<file path="src/rtl/ram_fifo_ctrl.sv">
// FIFO controller that fronts a single-port synchronous RAM.
// Push and pop valid/ready streams share one RAM access per cycle, and reads have priority.
// A one-entry output register holds the FIFO head, which hides the RAM's one-cycle read latency.
module ram_fifo_ctrl #(
    parameter int D = 8,
    parameter int A = 3
) (
    input  logic         clk,
    input  logic         rst_n,
    input  logic         i_wr_valid,
    input  logic [D-1:0] i_wr_data,
    output logic         o_wr_ready,
    output logic         o_rd_valid,
    output logic [D-1:0] o_rd_data,
    input  logic         i_rd_ready,
    output logic [A:0]   o_count,
    output logic         o_full,
    output logic         o_empty,
    output logic         o_ram_w_r,
    output logic [A-1:0] o_ram_addr,
    output logic [D-1:0] o_ram_wdata,
    input  logic [D-1:0] i_ram_rdata
);

    localparam int       DEPTH   = 1 << A;
    localparam logic [A:0] C_DEPTH = (A+1)'(DEPTH);

    logic [A-1:0] r_wptr;
    logic [A-1:0] r_rptr;
    logic [A:0]   r_mem_cnt;
    logic         r_inflight;
    logic         r_rd_valid;
    logic [D-1:0] r_rd_data;

    logic         w_pop;
    logic         w_do_read;
    logic         w_can_write;
    logic         w_push;
    logic [A-1:0] w_ram_addr;

    // Per-cycle arbitration: refill the output register first, otherwise offer the RAM to the writer
    always_comb begin
        w_pop       = r_rd_valid && i_rd_ready;
        w_do_read   = (r_mem_cnt != '0) && !r_inflight && (!r_rd_valid || w_pop);
        w_can_write = rst_n && !w_do_read && (r_mem_cnt != C_DEPTH);
        w_push      = w_can_write && i_wr_valid;
        w_ram_addr  = w_can_write ? r_wptr : r_rptr;
    end

    // Circular pointers and the count of entries still sitting in the RAM
    always_ff @(posedge clk or negedge rst_n) begin
        if (!rst_n) begin
            r_wptr    <= '0;
            r_rptr    <= '0;
            r_mem_cnt <= '0;
        end else begin
            if (w_do_read) begin
                r_rptr    <= r_rptr + A'(1);
                r_mem_cnt <= r_mem_cnt - (A+1)'(1);
            end else if (w_push) begin
                r_wptr    <= r_wptr + A'(1);
                r_mem_cnt <= r_mem_cnt + (A+1)'(1);
            end
        end
    end

    // Track the read issued last cycle so its data is captured exactly once
    always_ff @(posedge clk or negedge rst_n) begin
        if (!rst_n) begin
            r_inflight <= 1'b0;
        end else begin
            r_inflight <= w_do_read;
        end
    end

    // Output register: capture returning RAM data, or clear it when the head is popped
    always_ff @(posedge clk or negedge rst_n) begin
        if (!rst_n) begin
            r_rd_valid <= 1'b0;
            r_rd_data  <= '0;
        end else if (r_inflight) begin
            r_rd_valid <= 1'b1;
            r_rd_data  <= i_ram_rdata;
        end else if (w_pop) begin
            r_rd_valid <= 1'b0;
        end
    end

    // Status and RAM-facing outputs
    always_comb begin
        o_wr_ready  = w_can_write;
        o_rd_valid  = r_rd_valid;
        o_rd_data   = r_rd_data;
        o_count     = r_mem_cnt + {{A{1'b0}}, r_inflight} + {{A{1'b0}}, r_rd_valid};
        o_full      = (r_mem_cnt == C_DEPTH);
        o_empty     = (o_count == '0);
        o_ram_w_r   = w_push;
        o_ram_addr  = w_ram_addr;
        o_ram_wdata = i_wr_data;
    end

endmodule

</file>
<file path="config.mk">
export PLATFORM = sky130hd
export DESIGN_NAME = ram_fifo_ctrl
export DESIGN_NICKNAME = d
export VERILOG_FILES = /design/src/rtl/ram_fifo_ctrl.sv
export SDC_FILE = /design/constraint.sdc
export NUM_CORES = 1
export LEC_CHECK = 0
export BUFFER_PORTS_ARGS = -buffer_cell sky130_fd_sc_hd__buf_2
export CORE_ASPECT_RATIO = 0.75
export CORE_MARGIN = 10
export CORE_UTILIZATION = 42
export DETAILED_ROUTE_END_ITERATION = 10
export GPL_TIMING_DRIVEN = 0
export PLACE_DENSITY = 0.81
export SLEW_MARGIN = 20
export SYNTH_ARGS = -nofsm -noshare
export SYNTH_HDL_FRONTEND = slang
export SYNTH_SLANG_ARGS = --single-unit
</file>
<file path="constraint.sdc">
create_clock -name clk -period 2.2 [get_ports clk]
set_input_delay 0 -clock clk [delete_from_list [all_inputs] [get_ports clk]]
set_output_delay 0 -clock clk [all_outputs]
set_load 0.03 [all_outputs]
</file>
==> impl_summary.md <==
Outcome
The flow ran to the end, and the final reports show no timing, DRC or antenna violations.

Synth
The post-synthesis cell type with the largest combined area is sky130_fd_sc_hd__dfrtp_1. The netlist area before placement is approximately 0.0011 mm2. For this run, the leading register cell type out of synthesis is sky130_fd_sc_hd__dfrtp_1.

In this run the biggest area consumer among cell types represents a little under half of the synthesized area. Counting flops and latches in the post-synthesis netlist gives 20. The most common cell in the netlist is sky130_fd_sc_hd__dfrtp_1. The per-instance average area after synthesis is 11.8 um2. Counting flops with a built-in enable in the synthesized netlist gives 0. The synthesized net count is between 100 and 150. By count the netlist is led by sky130_fd_sc_hd__dfrtp_1, sky130_fd_sc_hd__mux2_2, sky130_fd_sc_hd__buf_4, sky130_fd_sc_hd__inv_1.

Sequential cells were found to cover 46.0% of the synthesized design area. The count of distinct cell types in the synthesized netlist is 26. The gate count after technology mapping is about 90.

Sorting the synthesized cells by area gives the leading types as sky130_fd_sc_hd__dfrtp_1, sky130_fd_sc_hd__mux2_2, sky130_fd_sc_hd__buf_4, sky130_fd_sc_hd__ha_1, sky130_fd_sc_hd__xnor2_1. For this run, asynchronously set or reset flops after synthesis account for 100%. Yosys printed 0 warnings.

Pwr
The analysis attributes to cell leakage a power of a little under 0.8 nW. IR analysis of the VDD net gives a maximum drop of between 700 and 800 uV. The switching share of total power is about half. The combinational fraction of design power is about two thirds. The internal power of the cells totals 0.00143 W. In this run, flip-flops and latches consume between 20 and 30% of the power.

Per report_power, the clock group accounts for around 7.4% of the total. The power per cell area is around 1800 mW/mm2. The net switching power is ~0.0014 W.

Final layout
For this run, the number of standard cells in the final layout without fillers is between 150 and 200. The share of cells above drive strength 1 is between 50 and 60%. The repair_antennas step left the layout with diodes totalling 0. The number of nets at the end of the flow is about 180.

With fillers left out, the area of the finished cells amounts to approximately 0.0015 mm2. The filler cells instantiated in the layout total 200. The area growth from synthesis to final layout is 41.9%.

Clock tree
The maximum buffer depth of the clock tree is 2. CTS built an H-tree with a depth of 1. The clock latency at the later pin of the worst-skew pair is about 0.29 ns. Clock tree synthesis inserted a total of 3 buffers.

The clock slew seen by the registers of the worst setup and hold paths is 0.11 ns. The total number of clock tree sinks is 20. The CTS root buffer is sky130_fd_sc_hd__clkbuf_4. The TritonCTS clock tree is yes.

Floorplan
The die area is 0.00505 mm2. The floorplan step set the die width to slightly below 80 um. Once the floorplan was initialized, standard cells occupied a little under half of the core. The placeable core region is 0.00238 mm2.

The number of rows in the core area is 15. The number of top-level pins is 48. The die is about 64 um tall.

Timing
The worst pin sits at a relative slew slack of about two thirds. The final count of pins violating max slew came to 0. At the pin with the least slew margin, the transition time is roughly 0.51 ns. Setup repair after global routing could not meet its margin everywhere.

Dividing the final minimum period by the clock period gives 96.8%. Setup violations remaining at the end of the flow were counted as 0. The setup clock skew after layout is 0.00265 ns. The tightest hold margin is ~0.15 ns.

The worst path meets setup with 0.0711 ns of slack. The highest attainable clock frequency is roughly 470 MHz. The minimum clock period is around 2.1 ns. The hold violation count in the final report was 0.

Flow run
Across the run, the number of max-cap violations was 0.

Worst setup path
The type of the worst setup path is flop to flop. The critical path launch point type is a flop. The top fanout value on the critical path is 9.

The signal arrival time at the worst endpoint is 2.31 ns. At the worst endpoint, the required time is between 2 and 2.5 ns. The endpoint kind of the worst setup timing path is a flop.

Detailed routing
For this block, the initial DRC count from the detailed router was 14. For this run, the detailed router's first-pass iteration total came to 4. The total via count after detailed routing is 845. Summed over all layers, the routed wires come to between 2000 and 3000 um. The via count normalized by instance count is 4.64.

The post-detailed-route DRC marker count is 0. The number of nets still failing antenna checks after routing is 0. The routed wire length per instance is 14.7 um.

Worst hold path
In this run the worst hold path is classified as primary input to flop.

Placed design
In this run the cell area measured after placement is roughly 0.0013 mm2. In this run, placement finished with an instance count of about 170. At the end of routability-driven placement, the weighted congestion stood at about 0.75. The number of input and output port buffers inserted is 39.

The half-perimeter wire length after detailed placement is about 2000 um. The worst setup slack before clock tree synthesis is -0.180 ns.

Global routing
The total overflow reported by the global router is 0. The number of antenna violations at the first check in global routing is 0. The via count of the first global-routing pass is just under 1,000. The global-route wire length before repair is ~4500 um. Entering global routing, the biggest net connects 23 pins.

The global router's overall resource usage is around a tenth.
[state kept, by name, summed over array words and instances, names as in the netlist]
signal / cells
r_wptr: 3
o_rd_data: 8
o_rd_valid: 1
r_mem_cnt: 4
r_rptr: 3
r_inflight: 1
[worst paths after layout]
kind                                          start                        to  slack [ns]  depth (start not counted)
setup / recovery           r_mem_cnt[1]$_DFFE_PN0P_  r_mem_cnt[3]$_DFFE_PN0P_        0.07                          9
hold / removal                           i_wr_valid  r_mem_cnt[0]$_DFFE_PN0P_        0.15                          4
setup reg to reg           r_mem_cnt[1]$_DFFE_PN0P_  r_mem_cnt[3]$_DFFE_PN0P_        0.07                          9
hold reg to reg               r_wptr[2]$_DFFE_PN0P_     r_wptr[2]$_DFFE_PN0P_        0.48                          1
max in group asynchronous                     rst_n  r_mem_cnt[1]$_DFFE_PN0P_        1.63                          2
min in group asynchronous                     rst_n  r_mem_cnt[3]$_DFFE_PN0P_        0.19                          2
[worst max-delay path, stage by stage, from the launching register on]
cell and delay, ns:
sky130_fd_sc_hd__dfrtp_2 0.44, sky130_fd_sc_hd__nor4_4 0.29, sky130_fd_sc_hd__a211o_1 0.15, sky130_fd_sc_hd__buf_6 0.14
sky130_fd_sc_hd__inv_4 0.07, sky130_fd_sc_hd__ha_4 0.30, sky130_fd_sc_hd__nand3_1 0.11, sky130_fd_sc_hd__nand2_2 0.09
sky130_fd_sc_hd__nor3b_1 0.05, sky130_fd_sc_hd__a2111o_1 0.38
[power by group through the flow]
stage          Combinational, W  Sequential, W  Clock [W]
3_5_place_dp            0.00175       0.000720          0
2_1_floorplan           0.00116       0.000865          0
3_3_place_gp            0.00169       0.000710          0
6_report                0.00192       0.000715   0.000209
5_1_grt                 0.00209       0.000739   0.000233
4_1_cts                 0.00190       0.000700   0.000217
[cell families (layout without fill, tap and decap cells)]
group,count (synthesis),after routing,share of synthesized area [%]
AOI/OAI and AO/OA,6,6,4.14
xor gates and xnor gates,8,8,6.44
adders and majority gates,7,7,9.44
buffers and inverters,20,76,10.1
DFF,20,20,46.0
muxes,14,14,14.4
and+or+nand+nor,17,17,9.44
[cell usage in the layout, fill, tap and decap left out]
cell type                       instances
sky130_fd_sc_hd__a2111o_1               1
sky130_fd_sc_hd__a211o_1                1
sky130_fd_sc_hd__a21oi_1                1
sky130_fd_sc_hd__a21oi_2                1
sky130_fd_sc_hd__buf_2                 38
sky130_fd_sc_hd__buf_4                 12
sky130_fd_sc_hd__buf_6                  1
sky130_fd_sc_hd__clkbuf_4               4
sky130_fd_sc_hd__clkbuf_8               1
sky130_fd_sc_hd__dfrtp_1               18
sky130_fd_sc_hd__dfrtp_2                2
sky130_fd_sc_hd__dlygate4sd3_1         10
sky130_fd_sc_hd__fa_1                   2
sky130_fd_sc_hd__ha_1                   4
sky130_fd_sc_hd__ha_4                   1
sky130_fd_sc_hd__inv_1                  8
sky130_fd_sc_hd__inv_2                  1
sky130_fd_sc_hd__inv_4                  1
sky130_fd_sc_hd__mux2_1                 1
sky130_fd_sc_hd__mux2_2                12
sky130_fd_sc_hd__mux2i_1                1
sky130_fd_sc_hd__nand2_1                4
sky130_fd_sc_hd__nand2_2                2
sky130_fd_sc_hd__nand3_1                2
sky130_fd_sc_hd__nand3_2                2
sky130_fd_sc_hd__nor2_2                 1
sky130_fd_sc_hd__nor3_1                 1
sky130_fd_sc_hd__nor3b_1                2
sky130_fd_sc_hd__nor4_2                 1
sky130_fd_sc_hd__nor4_4                 1
sky130_fd_sc_hd__o211a_1                1
sky130_fd_sc_hd__o21ai_0                1
sky130_fd_sc_hd__or4b_4                 1
sky130_fd_sc_hd__xnor2_1                5
sky130_fd_sc_hd__xor2_1                 3
[metal layers]
layer  vias up  wire, um  global-route usage [%]
met1       395      1150                    11.3
li1        415         -                       -
met5         -         0                       0
met4         0        22                    3.35
met2        31      1250                    17.6
met3         4       263                    5.73
[final cells by class]
| cell class | instances | area (um2) | area share (%) |
|---|---|---|---|
| multi-input combinational | 52 | 522 | 33.8 |
| sequential | 20 | 503 | 32.6 |
| timing repair buffer | 52 | 320 | 20.8 |
| buffer | 10 | 78.8 | 5.11 |
| tap | 34 | 42.5 | 2.76 |
| inverter | 10 | 40.0 | 2.60 |
| clock buffer | 4 | 36.3 | 2.35 |
[stage by stage]
step / TNS, ns / utilization (%) / power, W
floorplan: 0 / - / 0.00202
global placement: -0.127 / 55.9 / 0.00240
detailed placement: -0.180 / 55.9 / 0.00247
CTS: 0 / 63.7 / 0.00282
global route: -0.0327 / 64.7 / 0.00306
finish: 0 / 64.7 / 0.00284
[timing repair]
action,CTS,global route
setup endpoints to repair,1,5
hold buffers,10,0
pin swaps,0,1
buffers inserted,3,0
resized for setup,6,8
hold endpoints to repair,29,0
Power figures use the tool's default switching activity.
